File: src/rtl/alu_output_registers.sv
// alu_output_registers: selects one functional-unit result by one-hot op select,
// computes status flags and queues result+flags in a DEPTH-entry valid/ready FIFO;
// also owns the accumulator fed back to the input stage.
// Ports: clk, rst (sync, active-high); unit_bus/op_s/div_zero/acc_en/in_valid/in_ready
// producer side; out_data/out_flags/out_valid/out_ready consumer side; acc_val,
// count (occupancy), err_sticky status.
// Optional: define ALU_OUT_PARITY_EN to store even parity of the data in out_flags[3].
module alu_output_registers #(
  parameter int N     = 16,
  parameter int OPS   = 8,
  parameter int DEPTH = 4
) (
  input  logic                     clk,
  input  logic                     rst,
  input  logic [OPS*N-1:0]         unit_bus,
  input  logic [OPS-1:0]           op_s,
  input  logic                     div_zero,
  input  logic                     acc_en,
  input  logic                     in_valid,
  output logic                     in_ready,
  output logic [N-1:0]             out_data,
  output logic [3:0]               out_flags,
  output logic                     out_valid,
  input  logic                     out_ready,
  output logic [N-1:0]             acc_val,
  output logic [$clog2(DEPTH):0]   count,
  output logic                     err_sticky
);
  localparam int AW = $clog2(DEPTH);
  localparam int CW = AW + 1;
`ifdef ALU_OUT_PARITY_EN
  localparam int FW = 4;
`else
  localparam int FW = 3;
`endif
  logic [N+FW-1:0] mem_q [DEPTH];
  logic [N+FW-1:0] head;
  logic [AW-1:0]   wr_q, wr_d, rd_q, rd_d;
  logic [CW-1:0]   cnt_q, cnt_d;
  logic [N-1:0]    acc_q, acc_d, sel, dat;
  logic [FW-1:0]   flg;
  logic            err_q, err_d, sel_err, err, push, pop;
  always_comb begin
    sel = '0;
    for (int k = 0; k < OPS; k++) sel |= {N{op_s[k]}} & unit_bus[k*N +: N];
  end
  // x & (x-1) is nonzero exactly when more than one bit is set
  assign sel_err = ~|op_s | |(op_s & (op_s - OPS'(1)));
  assign err     = sel_err | div_zero;
  // forcing data to 0 on error makes zero=1 and negative=0 fall out naturally
  assign dat     = err ? '0 : sel;
`ifdef ALU_OUT_PARITY_EN
  assign flg = {^dat, err, dat[N-1], ~|dat};
`else
  assign flg = {err, dat[N-1], ~|dat};
`endif
  assign in_ready  = cnt_q != CW'(DEPTH);
  assign out_valid = cnt_q != '0;
  assign push      = in_valid & in_ready;
  assign pop       = out_valid & out_ready;
  always_comb begin
    wr_d  = push ? wr_q + AW'(1) : wr_q;
    rd_d  = pop ? rd_q + AW'(1) : rd_q;
    cnt_d = (push & ~pop) ? cnt_q + CW'(1) : (pop & ~push) ? cnt_q - CW'(1) : cnt_q;
    acc_d = (push & acc_en & ~err) ? sel : acc_q;
    err_d = err_q | (push & err);
  end
  always_ff @(posedge clk) begin
    if (rst) begin
      wr_q  <= '0;
      rd_q  <= '0;
      cnt_q <= '0;
      acc_q <= '0;
      err_q <= 1'b0;
    end else begin
      wr_q  <= wr_d;
      rd_q  <= rd_d;
      cnt_q <= cnt_d;
      acc_q <= acc_d;
      err_q <= err_d;
    end
  end
  always_ff @(posedge clk) begin
    if (!rst && push) mem_q[wr_q] <= {flg, dat};
  end
  // empty FIFO presents zeros so reset/idle outputs are defined
  assign head       = out_valid ? mem_q[rd_q] : '0;
  assign out_data   = head[N-1:0];
  assign out_flags  = 4'(head[N +: FW]);
  assign acc_val    = acc_q;
  assign count      = cnt_q;
  assign err_sticky = err_q;
endmodule

File: config.mk
export PLATFORM = sky130hd
export DESIGN_NAME = alu_output_registers
export DESIGN_NICKNAME = d
export VERILOG_FILES = /design/src/rtl/alu_output_registers.sv
export SDC_FILE = /design/constraint.sdc
export NUM_CORES = 1
export LEC_CHECK = 0
export ABC_AREA = 0
export CAP_MARGIN = 20
export CORE_ASPECT_RATIO = 0.6
export CORE_MARGIN = 1.5
export CORE_UTILIZATION = 48
export DETAILED_ROUTE_END_ITERATION = 7
export GPL_ROUTABILITY_DRIVEN = 0
export PLACE_DENSITY = 0.93
export SLEW_MARGIN = 20
export SYNTH_ARGS = -nofsm -noshare
export SYNTH_HDL_FRONTEND = slang
export SYNTH_SLANG_ARGS = --single-unit
File: constraint.sdc
create_clock -name clk -period 7.6 [get_ports clk]
set_clock_uncertainty 0.1 [all_clocks]
set_input_delay 1.52 -clock clk [delete_from_list [all_inputs] [get_ports clk]]
set_output_delay 1.52 -clock clk [all_outputs]
set_load 0.01 [all_outputs]
==> flow_summary_export.csv, run 1 <==
group,metric,value,unit
yosys,synth.avg_cell_area,12.9,µm²
setup_path,crit_path_max_fanout,19,
global_route,grt_pass1_wl,23700,µm
clock_network,cts_max_path_buffers,2,
setup_path,cp_cell_sequence,"clkdlybuf4s50_1 -> or4_4 -> xor2_1 -> a22oi_2 -> nand2_1 -> a221oi_1",
placement,buffer_ports.inserted,182,
yosys,synth-compound-area-share,0.159,
setup_path,timing.critical_path.arrival,4.38,ns
hold_path,worst_hold_startpoint,"acc_val[8]",
setup_path,rr_startpoint,"count[2]",
setup_path,kind_of_critical_path,"in2reg",
yosys,netlist_area,4820,µm²
hold_path,timing.hold.worst.class,"reg2reg",
yosys,synth-warning-count,0,
drt,drc_errors,0,
timing,finalCritPeriodShare,0.559,
clock_network,cts_hold_buffers,0,
global_route,grt_antenna_before_repair,0,
yosys,synth-simple-area-share,0.121,
drt,first_iter_violations,525,
timing,timing_worst_slew_pin_value,1.01,ns
power_and_ir_drop,vdd.ir_drop.worst,183,µV
setup_path,crit_family,"simple AND/OR/NAND/NOR gates",
drt,drt.antenna.violating_nets,0,
floorplan,die_area,10700,µm²
timing,timing.hold.ws,0.368,ns
setup_path,timing.critical_path.from,"op_s[0]",
timing,post-route-min-period,4.25,ns
placement,place_hpwl,11700,µm
yosys,ys_ff_latch,98,
power_and_ir_drop,power.density_cell_area,243,nW/µm²
clock_network,tritoncts,"yes",
global_route,globalRouteOverflowTotal,0,
drt,drtPass1Iterations,5,
timing,number_of_failing_hold_endpoints_at_the_final_stage,0,
floorplan,row_count,28,
yosys,synth.area.mux_share,0.0861,
timing,worst_slew_margin_rel,0.324,
yosys,post_synth_xor_area_fraction,0.0109,
yosys,synth_top_family_by_area,"compound AO/OA/AOI/OAI gates",
global_route,grt_pass1_vias,4230,
setup_path,startpoint_type,"input pin",
final_layout,area.growth.synth_to_final,44.6,%
floorplan,design.portCount,184,
floorplan,core_area,9810,µm²
floorplan,chipHeight,80.7,µm
final_layout,final_layout_size_suffix_gt1_frac,0.0961,
yosys,synth.yosys.seq_area_share,0.556,
setup_path,timing.critical_path.required,7.73,ns
timing,report.final.slew_viol_count,0,
floorplan,starting_density_of_the_core,0.492,
setup_path,critical_path.slowest_cell,"clkdlybuf4s50_1",
setup_path,endpoint_kind,"register",
clock_network,clockRootBuffer,"clkbuf_16",
power_and_ir_drop,total_power,1.69,mW
yosys,synth.distinct_cells,39,
yosys,synthCells,374,
timing,report.final.setup_viol,0,
clock_network,clk_pin_slew,0.07,ns
outcome,outcome,"complete, no violations",
flow_run,drv_cap,0,
clock_network,cts_buffers,9,
timing,fmaxAchievable,235,MHz
drt,wire_per_inst,23.6,µm
setup_path,critical_path.max_stage_delay,0.80,ns
final_layout,finish.net_count,684,
global_route,grt_use_total,0.305,
drt,post_drt_via_cell_ratio,6.26,
clock_network,clock_insertion_delay_worst_skew,0.34,ns
drt,wl,16000,µm
timing,setup_repair_after_global_routing_missed_its_margin,"no",
drt,dr_total_vias,4241,
clock_network,post_cts_buffers,0,
yosys,synthesis.nets,522,
clock_network,post_cts.resized_instances,0,
floorplan,chipWidth,132,µm
global_route,grt_start_max_net_pins,27,
timing,timing.setup.tns,0,ns
yosys,synth_adder_area_share,0.0171,
clock_network,cts_htree_levels,3,
power_and_ir_drop,total_leakage_power,2.33,nW
setup_path,cp_num_buf_inv,1,
clock_network,clock-sinks,98,
==> path summary, 6_finish.rpt <==
| path | endpoint | slack, ns | cells after the start |
|---|---|---|---|
| min reg2reg | acc_val[8] | 0.37 | 2 |
| max reg2reg | count[2] | 4.83 | 8 |
| min | acc_val[8] | 0.37 | 2 |
| max | acc_val[11] | 3.35 | 6 |
==> report_power, final <==
group	leakage, nW	switching (mW)	internal [mW]
combinational	1.27	0.262	0.331
clock	0.150	0.201	0.261
sequential	0.907	0.0299	0.609
total	2.33	0.493	1.20
==> cell usage after synthesis <==
master / count / area, µm²
a2111oi_0: 2 / 17.5
a211o_4: 1 / 17.5
a21o_2: 1 / 8.76
a21oi_1: 2 / 10.0
a221oi_1: 6 / 52.6
a221oi_2: 10 / 150
a22o_1: 1 / 8.76
a22oi_1: 64 / 480
a22oi_2: 1 / 12.5
and2_1: 22 / 138
buf_1: 6 / 22.5
buf_2: 4 / 20.0
buf_4: 4 / 30.0
buf_6: 2 / 22.5
clkbuf_1: 16 / 60.1
conb_1: 1 / 3.75
dfxtp_1: 26 / 521
edfxtp_1: 72 / 2160
fa_1: 1 / 20.0
ha_1: 5 / 62.6
inv_1: 21 / 78.8
mux2i_1: 1 / 10.0
mux4_2: 18 / 405
nand2_1: 5 / 18.8
nand2b_1: 1 / 6.26
nand3_1: 3 / 15.0
nand4_1: 17 / 106
nor2_1: 9 / 33.8
nor2_4: 1 / 11.3
nor2b_1: 16 / 100
nor3_1: 17 / 85.1
nor3b_1: 3 / 22.5
nor4_1: 4 / 25.0
o21ai_0: 1 / 5.00
o21ai_1: 1 / 5.00
or3_1: 2 / 12.5
or4_4: 1 / 11.3
xnor2_1: 1 / 8.76
xor2_1: 5 / 43.8
==> cell families after synthesis <==
group,after synthesis
mux,19
compound gates,90
simple gates,101
fa+ha+maj,6
buf+inv,53
flops,98
xor+xnor,6
other cells,1
==> metrics by stage <==
stage | area, µm² | instances | utilization | setup slack, ns
after floorplan | 4820 | 374 | - | 4.00
after global placement | 6670 | 660 | 0.680 | 3.17
after detailed placement | 6670 | 660 | 0.680 | 2.96
after CTS | 6980 | 676 | 0.711 | 3.31
after global routing | 6980 | 676 | 0.711 | 3.21
final | 6980 | 677 | 0.711 | 3.35
==> flip-flops by register name (all words and copies together), names as in the netlist, named ones only <==
register and count:
mem_q 72, err_sticky 1, rd_q 2, wr_q 2, acc_val 16, count 3
==> routing by layer <==
layer / share of wire / up-vias / wire length [µm] / GRT usage
met5: 0 / - / 0 / 0
met4: 0.021 / 0 / 340 / 0.0857
met3: 0.13 / 37 / 2060 / 0.109
met2: 0.48 / 360 / 7620 / 0.510
met1: 0.37 / 2044 / 5970 / 0.378
li1: - / 1800 / - / -
==> worst min-delay path, delay by kind of cell, from the launching register on <==
| family | cells | cell delay (ns) |
|---|---|---|
| flip-flops | 1 | 0.31 |
| AO/OA/AOI/OAI | 1 | 0.05 |
| buffers and inverters | 1 | 0.06 |
==> cell type report <==
type	instances	area [µm²]
well taps	135	169
clock buffers	9	225
repair buffers	183	1820
clock inverters	7	85.1
multi-input cells	223	1910
fillers	650	2830
inverters	21	78.8
flip-flops and latches	98	2680
diodes	1	2.50
==> layout by cell type, fill, tap and decap left out, types with 8 or more instances in the layout <==
| cell | instances |
|---|---|
| dfxtp_1 | 26 |
| nand4_1 | 17 |
| clkbuf_16 | 9 |
| clkdlybuf4s50_1 | 181 |
| mux4_2 | 18 |
| nor2_1 | 8 |
| a22oi_1 | 64 |
| nor2b_1 | 16 |
| and2_1 | 22 |
| inv_1 | 21 |
| nor3_1 | 17 |
| edfxtp_1 | 72 |
| a221oi_2 | 10 |
No activity file was read; power rests on OpenSTA's default activity.
==> run 2: changes to the inputs <==
--- a/config.mk
+++ b/config.mk
@@ -9,10 +9,10 @@
 export CAP_MARGIN = 20
 export CORE_ASPECT_RATIO = 0.6
 export CORE_MARGIN = 1.5
-export CORE_UTILIZATION = 48
+export CORE_UTILIZATION = 40
 export DETAILED_ROUTE_END_ITERATION = 7
 export GPL_ROUTABILITY_DRIVEN = 0
-export PLACE_DENSITY = 0.93
+export PLACE_DENSITY = 0.84
 export SLEW_MARGIN = 20
 export SYNTH_ARGS = -nofsm -noshare
 export SYNTH_HDL_FRONTEND = slang
==> constraint.sdc (replaced) <==
create_clock -name clk -period 3.8 [get_ports clk]
set_clock_uncertainty 0.1 [all_clocks]
set_input_delay 0.76 -clock clk [delete_from_list [all_inputs] [get_ports clk]]
set_output_delay 0.76 -clock clk [all_outputs]
set_load 0.01 [all_outputs]
==> run 2 against run 1 <==
Against the previous run: total power up 100%; critical path depth down 2; clock power up 110%; via count down 3.8%; first-iteration DRC count down 28%; hold slack better by 0.0070 ns; largest cell class unchanged.
==> flow_summary_export.csv, run 2 (same netlist as run 1, synthesis figures left out) <==
group,metric,value,unit
clock_network,clock-sinks,98,
final_layout,area.sequential,2680,µm²
placement,buffer_ports.inserted,182,
timing,setup_repair_after_global_routing_missed_its_margin,"no",
floorplan,starting_density_of_the_core,0.419,
clock_network,clock_insertion_delay_worst_skew,0.33,ns
outcome,outcome,"complete, no violations",
flow_run,drv_cap,0,
setup_path,cp.depth,4,
drt,drtPass1Iterations,5,
power_and_ir_drop,clock_power_share,0.282,
global_route,grt_start_max_net_pins,27,
setup_path,reg2reg_to,"count[2]",
final_layout,diodes,0,
setup_path,critical_path.max_stage_delay,0.61,ns
timing,fmaxAchievable,318,MHz
setup_path,setup.reg_to_reg.worst_slack,1.07,ns
power_and_ir_drop,total_power,3.45,mW
power_and_ir_drop,switching_power,0.947,mW
timing,report.final.slew_viol_count,0,
setup_path,startpoint_type,"register",
setup_path,rr_startpoint,"count[0]",
global_route,grt_pass1_vias,4220,
setup_path,crit_family,"buffers and inverters",
global_route,grt_use_total,0.248,
final_layout,largest_reg_flops,72,
timing,post-route-min-period,3.14,ns
final_layout,finish.net_count,704,
global_route,highest_utilization_routing_layer_at_the_global_route_stage,"met2",
timing,timing.hold.ws,0.375,ns
global_route,groute.layer.met2.usage,0.392,
global_route,gr-usage-met1,0.339,
global_route,grtUsageMet3,0.0689,
clock_network,tritoncts,"yes",
clock_network,post_cts_buffers,0,
floorplan,chipWidth,145,µm
power_and_ir_drop,total_leakage_power,2.44,nW
setup_path,crit_path_max_fanout,18,
setup_path,ff2ff_path_depth,8,
drt,drt.antenna.violating_nets,0,
timing,report.final.setup_viol,0,
timing,worst_slew_margin_rel,0.510,
drt,wire_per_inst,20.9,µm
final_layout,area.growth.synth_to_final,48.9,%
drt,post_drt_via_cell_ratio,5.66,
placement,place_hpwl,11400,µm
drt,dr_total_vias,4080,
hold_path,timing.hold.worst.class,"reg2reg",
setup_path,endpoint_kind,"output port",
final_layout,final.fill_count,890,
final_layout,final_layout_size_suffix_gt1_frac,0.125,
clock_network,clk_pin_slew,0.06,ns
global_route,grt_pass1_wl,23300,µm
floorplan,core_area,11500,µm²
setup_path,endpoint,"out_data[10]",
setup_path,timing.critical_path.required,2.94,ns
clock_network,post_cts.resized_instances,0,
final_layout,layout.cells.most_common_list,"clkdlybuf4s50_1 (182), edfxtp_1 (72), a22oi_1 (64), dfxtp_1 (26), and2_1 (22)",
timing,timing.setup.tns,0,ns
power_and_ir_drop,power.density_cell_area,480,nW/µm²
timing,timing_worst_slew_pin_value,0.732,ns
floorplan,design.portCount,184,
setup_path,timing.critical_path.arrival,2.28,ns
clock_network,clockRootBuffer,"clkbuf_16",
power_and_ir_drop,share_seq_of_total_power,0.366,
final_layout,largest_register,"mem_q",
drt,drc_errors,0,
setup_path,cp_num_buf_inv,2,
clock_network,cts_htree_levels,3,
floorplan,die_area,12800,µm²
global_route,globalRouteOverflowTotal,0,
clock_network,cts_hold_buffers,0,
setup_path,cp_cell_sequence,"buf_4 -> mux4_2 -> and2_1 -> clkdlybuf4s50_1",
power_and_ir_drop,power_report.internal_total,2.50,mW
drt,wl,15100,µm
timing,number_of_failing_hold_endpoints_at_the_final_stage,0,
final_layout,multi_input_comb_area,1910,µm²
power_and_ir_drop,share_comb_of_total_power,0.352,
clock_network,cts_buffers,9,
drt,first_iter_violations,378,
floorplan,row_count,30,
final_layout,final_common_cell,"clkdlybuf4s50_1",
setup_path,kind_of_critical_path,"reg2out",
global_route,grt_antenna_before_repair,0,
power_and_ir_drop,switching_share,0.275,
setup_path,critical_path.slowest_cell,"mux4_2",
floorplan,chipHeight,88.1,µm
clock_network,cts_max_path_buffers,2,
power_and_ir_drop,vdd.ir_drop.worst,503,µV
timing,finalCritPeriodShare,0.826,
==> run 2: cell types whose count changed in the layout (fill, tap and decap cells not counted), sizes merged <==
cell and delta:
buf +19, clkbuf +4, inv -3, clkdlybuf4s50 +1, clkinv -1, diode -1
==> run 2: power by group through the flow <==
stage	combinational (mW)	clock (mW)	sequential (mW)
after floorplan	0.609	0	1.28
after global placement	1.20	0	1.28
after detailed placement	1.22	0	1.28
after CTS	1.23	0.985	1.26
after global routing	1.32	1.02	1.27
final	1.21	0.971	1.26
==> run 2: final cells by class <==
cell class	instances	area share
timing repair buffer	203	0.276
clock buffer	13	0.0406
multi-input combinational	223	0.266
tap	160	0.0279
inverter	21	0.0110
clock inverter	3	0.00592
sequential	98	0.373
==> run 2: tightest hold or removal path, cell delays in order, from the launching register on <==
cell	delay [ns]
dfxtp_1	0.31
inv_1	0.05
a221oi_1	0.06
==> run 2: worst min-delay path by stage <==
stage,endpoint,cells after the start,slack [ns],from
detailed placement,acc_val[15],2,0.37,acc_val[15]
global placement,acc_val[5],2,0.35,acc_val[5]
global route,acc_val[15],2,0.40,acc_val[15]
floorplan,wr_q[1],2,0.37,wr_q[1]
CTS,acc_val[0],2,0.38,acc_val[0]
finish,acc_val[11],2,0.38,acc_val[11]
==> run 2: per-stage QoR <==
step	util	setup WS [ns]	area, µm²	std cells
after floorplan	-	0.956	4820	374
after global placement	0.594	0.603	6850	705
after detailed placement	0.594	0.509	6850	705
after CTS	0.623	0.619	7180	721
after global routing	0.623	0.549	7180	721
final	0.623	0.660	7180	721
==> run 2: layer usage <==
layer  vias up  part of all wire
met4         0             0.013
met3        22             0.090
met1      2017              0.43
met5         -                 0
li1       1835                 -
met2       206              0.47
==> run 3: changes to the inputs <==
==> constraint.sdc (replaced) <==
create_clock -name clk -period 2.8 [get_ports clk]
set_clock_uncertainty 0.1 [all_clocks]
set_input_delay 0.56 -clock clk [delete_from_list [all_inputs] [get_ports clk]]
set_output_delay 0.56 -clock clk [all_outputs]
set_load 0.01 [all_outputs]
==> run 3 against run 2 <==
Against the previous run: largest cell class unchanged; sequential share of layout area shrank 1.1 points; critical path type unchanged; wire length grew 1.9%; worst setup slack lost 0.58 ns; design area up 3.2%; non-clock buffer count is 16 higher; register-to-register slack lost 0.59 ns; sequential cell count is the same; total power increased by 43%; first-iteration DRC count increased by 6.9%; clock-buffer cell count down 4; global-route usage up 0.94 points; critical endpoint is now out_data[8].
==> flow_summary_export.csv, run 3 (same netlist as run 1, synthesis figures left out) <==
group,metric,value,unit
final_layout,post-route-util,0.643,
power_and_ir_drop,total_leakage_power,2.60,nW
global_route,grt_antenna_before_repair,0,
final_layout,finish.net_count,720,
timing,finalCritPeriodShare,0.971,
setup_path,ff2ff_path_depth,8,
clock_network,clock_insertion_delay_worst_skew,0.34,ns
setup_path,crit_path_max_fanout,9,
floorplan,row_count,30,
drt,wl,15300,µm
final_layout,diodes,0,
clock_network,clk_pin_slew,0.06,ns
drt,drc_errors,0,
global_route,grt_start_max_net_pins,26,
final_layout,largest_reg_flops,72,
flow_run,drv_cap,0,
drt,dr_total_vias,4184,
clock_network,clockRootBuffer,"clkbuf_16",
placement,buffer_ports.inserted,182,
global_route,grt_pass1_vias,4233,
setup_path,setup.reg_to_reg.worst_slack,0.48,ns
setup_path,critical_path.max_stage_delay,0.51,ns
setup_path,reg2reg_to,"count[2]",
final_layout,final_common_cell,"clkdlybuf4s50_1",
timing,report.final.slew_viol_count,0,
floorplan,chipHeight,88.1,µm
hold_path,worst_hold_startpoint,"acc_val[5]",
floorplan,starting_density_of_the_core,0.419,
global_route,grt_pass1_wl,23700,µm
final_layout,layout.cells.most_common_list,"clkdlybuf4s50_1 (176), edfxtp_1 (72), a22oi_1 (64), buf_4 (32), dfxtp_1 (25)",
final_layout,largest_register,"mem_q",
placement,place_hpwl,11600,µm
setup_path,critical_path.slowest_cell,"mux4_2",
power_and_ir_drop,vdd.ir_drop.worst,658,µV
setup_path,timing.critical_path.required,2.14,ns
floorplan,core_area,11500,µm²
drt,drtPass1Iterations,5,
placement,placement.cell_area,7000,µm²
drt,drt.antenna.violating_nets,0,
global_route,grt_use_total,0.257,
global_route,globalRouteOverflowTotal,0,
clock_network,tritoncts,"yes",
timing,fmaxAchievable,368,MHz
outcome,outcome,"complete, no violations",
hold_path,worst_hold_path.endpoint,"acc_val[5]",
setup_path,kind_of_critical_path,"reg2out",
setup_path,startpoint_type,"register",
clock_network,cts_buffers,9,
final_layout,area.growth.synth_to_final,53.6,%
clock_network,cts_htree_levels,3,
timing,report.final.setup_viol,0,
clock_network,cts_max_path_buffers,2,
placement,placement.setup.worst_slack,-0.127,ns
power_and_ir_drop,power.density_cell_area,664,nW/µm²
setup_path,timing.critical_path.arrival,2.06,ns
setup_path,cp_cell_sequence,"clkbuf_16 -> mux4_2 -> and2_1 -> clkdlybuf4s50_1",
setup_path,rr_startpoint,"count[0]",
timing,setup_repair_after_global_routing_missed_its_margin,"no",
floorplan,die_area,12800,µm²
final_layout,final.fill_count,883,
clock_network,clock-sinks,98,
hold_path,hold_path_cell_cnt,2,
setup_path,endpoint_kind,"output port",
timing,number_of_failing_hold_endpoints_at_the_final_stage,0,
floorplan,chipWidth,145,µm
timing,setup_slack,0.0799,ns
drt,wire_per_inst,20.8,µm
floorplan,design.portCount,184,
drt,first_iter_violations,404,
drt,post_drt_via_cell_ratio,5.68,
hold_path,timing.hold.worst.class,"reg2reg",
final_layout,final_layout_size_suffix_gt1_frac,0.151,
timing,timing.setup.tns,0,ns
timing,post-route-min-period,2.72,ns
final_layout,finalInstanceArea,7410,µm²
run 3: cell count changes in the layout (fill, tap and decap cells not counted):
cell,previous run,this run
dlymetal6s2s_1,0,3
clkdlybuf4s50_1,182,176
buf_12,0,4
dfxtp_1,26,25
buf_4,21,32
bufinv_16,1,4
dlygate4sd2_1,0,3
clkinv_4,0,1
clkbuf_8,3,0
dfxtp_4,0,1
run 3: worst max-delay path: cells and delay by family (launching register included):
family	cells	cell delay, ns
buffers and inverters	2	0.65
flip-flops	1	0.39
multiplexers	1	0.51
AND/OR/NAND/NOR	1	0.17
run 3: layout make-up:
type | count | area (µm²) | share of cell area
clock buffers | 9 | 225 | 0.0304
repair buffers | 219 | 2170 | 0.293
multi-input cells | 223 | 1910 | 0.257
flip-flops and latches | 98 | 2690 | 0.362
well taps | 160 | 200 | 0.0270
clock inverters | 7 | 141 | 0.0191
inverters | 21 | 78.8 | 0.0106
run 3: layer usage:
metal	GRT usage	wire [µm]	up-vias
met5	0	0	-
met4	0.0551	257	0
met3	0.0831	1270	32
met2	0.409	7310	229
met1	0.348	6500	2055
li1	-	-	1868
run 3: worst max path at each step:
stage / from / endpoint / slack, ns
after floorplan: register / out_flags[1] / 0.16
after global placement: op_s[0] / acc_val[11] / 0.007
after detailed placement: op_s[0] / acc_val[12] / -0.13
after CTS: register / out_data[14] / 0.001
after global routing: register / out_flags[2] / 0.009
final: register / out_data[8] / 0.08
run 3: through the flow:
stage               power (mW)  hold slack [ns]  instances
floorplan                 2.56            0.369        374
global placement          3.40            0.350        718
detailed placement        3.44            0.362        718
CTS                       4.91            0.368        734
global route              5.17            0.386        737
finish                    4.92            0.367        737
run 3: report_power, final:
group / leakage, nW / internal (mW) / switching, mW
logic: 1.52 / 0.982 / 0.730
clock network: 0.176 / 0.962 / 0.521
registers: 0.908 / 1.66 / 0.0695
total: 2.60 / 3.60 / 1.32
run 3: what timing repair did:
item                       in CTS  in global routing
gates resized for setup         3                  5
hold buffers                    0                  0
gates cloned                    0                  1
setup endpoints to repair       3                 16
buffers inserted                0                  2
==> RTL change, RTL diff (config.mk and constraints of run 3) <==
Add a define of `ALU_OUT_PARITY_EN`.
--- a/src/rtl/alu_output_registers.sv
+++ b/src/rtl/alu_output_registers.sv
@@ -7,2 +7,4 @@
 // Optional: define ALU_OUT_PARITY_EN to store even parity of the data in out_flags[3].
+`define ALU_OUT_PARITY_EN
+
 module alu_output_registers #(
Behaviour: not the same (Yosys sat finds a counterexample within 4 cycles, from zero or initial values and one cycle with rst high).
==> RTL change against run 3 <==
- the flow now finishes with violations (negative setup slack)
- worst hold slack gained 0.068 ns
- routed wire length grew 13%
- highest routed layer unchanged
- power shrank 6.6%
- clock power shrank 18%
- area after synthesis grew 6.2%
- first-iteration DRC count shrank 1.5%
- largest cell class unchanged
- final area grew 7.6%
- worst setup slack lost 0.30 ns
- sequential cell count grew 4
- synthesized cell count grew 4.5%
==> RTL change: results (changes against run 3) <==
final wirelength 17.4 mm (was 15.3 mm); sequential area share after synthesis 54.7% (was 55.6%); final count of negative-setup-slack endpoints 4 (was 0); PortBufs 183 (was 182); Mapped Avg Cell Area 13.1 um^2 (was 12.9 um^2); share of layout cells above drive strength 1 21.7% (was 15.1%); P_seq 1.80 mW (was 1.72 mW); DP Area 7350 um^2 (was 7000 um^2); hold path depth 1 (was 2); Max FO, Critical Path 8 (was 9); failing checks negative setup slack; CP top delay family simple AND/OR/NAND/NOR gates (was buffers and inverters); detailed placer's ending HPWL 12.3 mm (was 11.6 mm); Layout Cells excl Fill 772 (was 737); setup slack after layout -0.217 ns (was 0.0799 ns); NetSw 1.24 mW (was 1.32 mW); hold worst-path end err_sticky (was acc_val[5]); Vias/cell 5.87 (was 5.68); largest net degree at the start of global routing 25 (was 26); maximum vdd ir drop 353 uV (was 658 uV); Leak 2.86 nW (was 2.60 nW); nets 758 (was 720); status finished, violations left (was finished clean); clock group share of total power 26.3% (was 30.1%); synth cell count leaders edfxtp_1, a22oi_1, dfxtp_1, nor2_1 (was edfxtp_1, a22oi_1, dfxtp_1, and2_1, inv_1); global-route wire length before repair 25.4 mm (was 23.7 mm); Post-Syn Area 5130 um^2 (was 4820 um^2); Largest stage delay, worst path 0.57 ns (was 0.51 ns); vias in the first global route 4,494 (was 4,233)
==> RTL change: area by class of cell <==
type	count	area, um^2
Clock buffer	16	293
Fill cell	907	4290
Inverter	4	15.0
Multi-Input combinational cell	251	2400
Sequential cell	102	2810
Tap cell	165	206
Timing Repair Buffer	234	2250
==> RTL change: what timing repair did <==
action,4_1_cts,5_1_grt
gates cloned,2,0
pin swaps,14,17
hold buffers,0,0
buffers inserted,6,2
gates resized for setup,40,30
endpoints found under the setup margin,9,4
==> RTL change: cells by family after synthesis <==
kind of cell / synth area share (%)
AO/OA/AOI/OAI: 15.7
flip-flops: 54.7
AND/OR/NAND/NOR: 11.6
buffers and inverters: 3.73
multiplexers: 8.74
adder cells (fa/ha/maj): 3.56
XOR/XNOR: 2.05
==> RTL change: worst max path at each step <==
stage,slack [ns],end
floorplan,-0.43,mem_q[0][19]
finish,-0.22,mem_q[1][19]
CTS,-0.26,mem_q[1][19]
global route,-0.29,mem_q[1][19]
detailed placement,-1.01,mem_q[1][19]
global placement,-0.82,mem_q[2][19]
==> RTL change: per-stage QoR <==
| step | hold slack [ns] | setup TNS [ns] | total power, mW | setup WS, ns |
|---|---|---|---|---|
| after floorplan | 0.385 | -1.75 | 2.59 | -0.432 |
| after global placement | 0.411 | -9.03 | 3.35 | -0.819 |
| after CTS | 0.436 | -1.06 | 4.60 | -0.265 |
| after detailed placement | 0.413 | -23.94 | 3.38 | -1.01 |
| final | 0.436 | -0.866 | 4.60 | -0.217 |
| after global routing | 0.451 | -1.16 | 4.79 | -0.289 |
==> RTL change: metal layers <==
layer | up-vias | routed length (um) | global-route usage, %
met5 | - | 0 | 0
met2 | 225 | 8280 | 39.1
met1 | 2298 | 7310 | 34.3
met4 | 0 | 492 | 7.59
li1 | 1957 | - | -
met3 | 51 | 1290 | 7.12
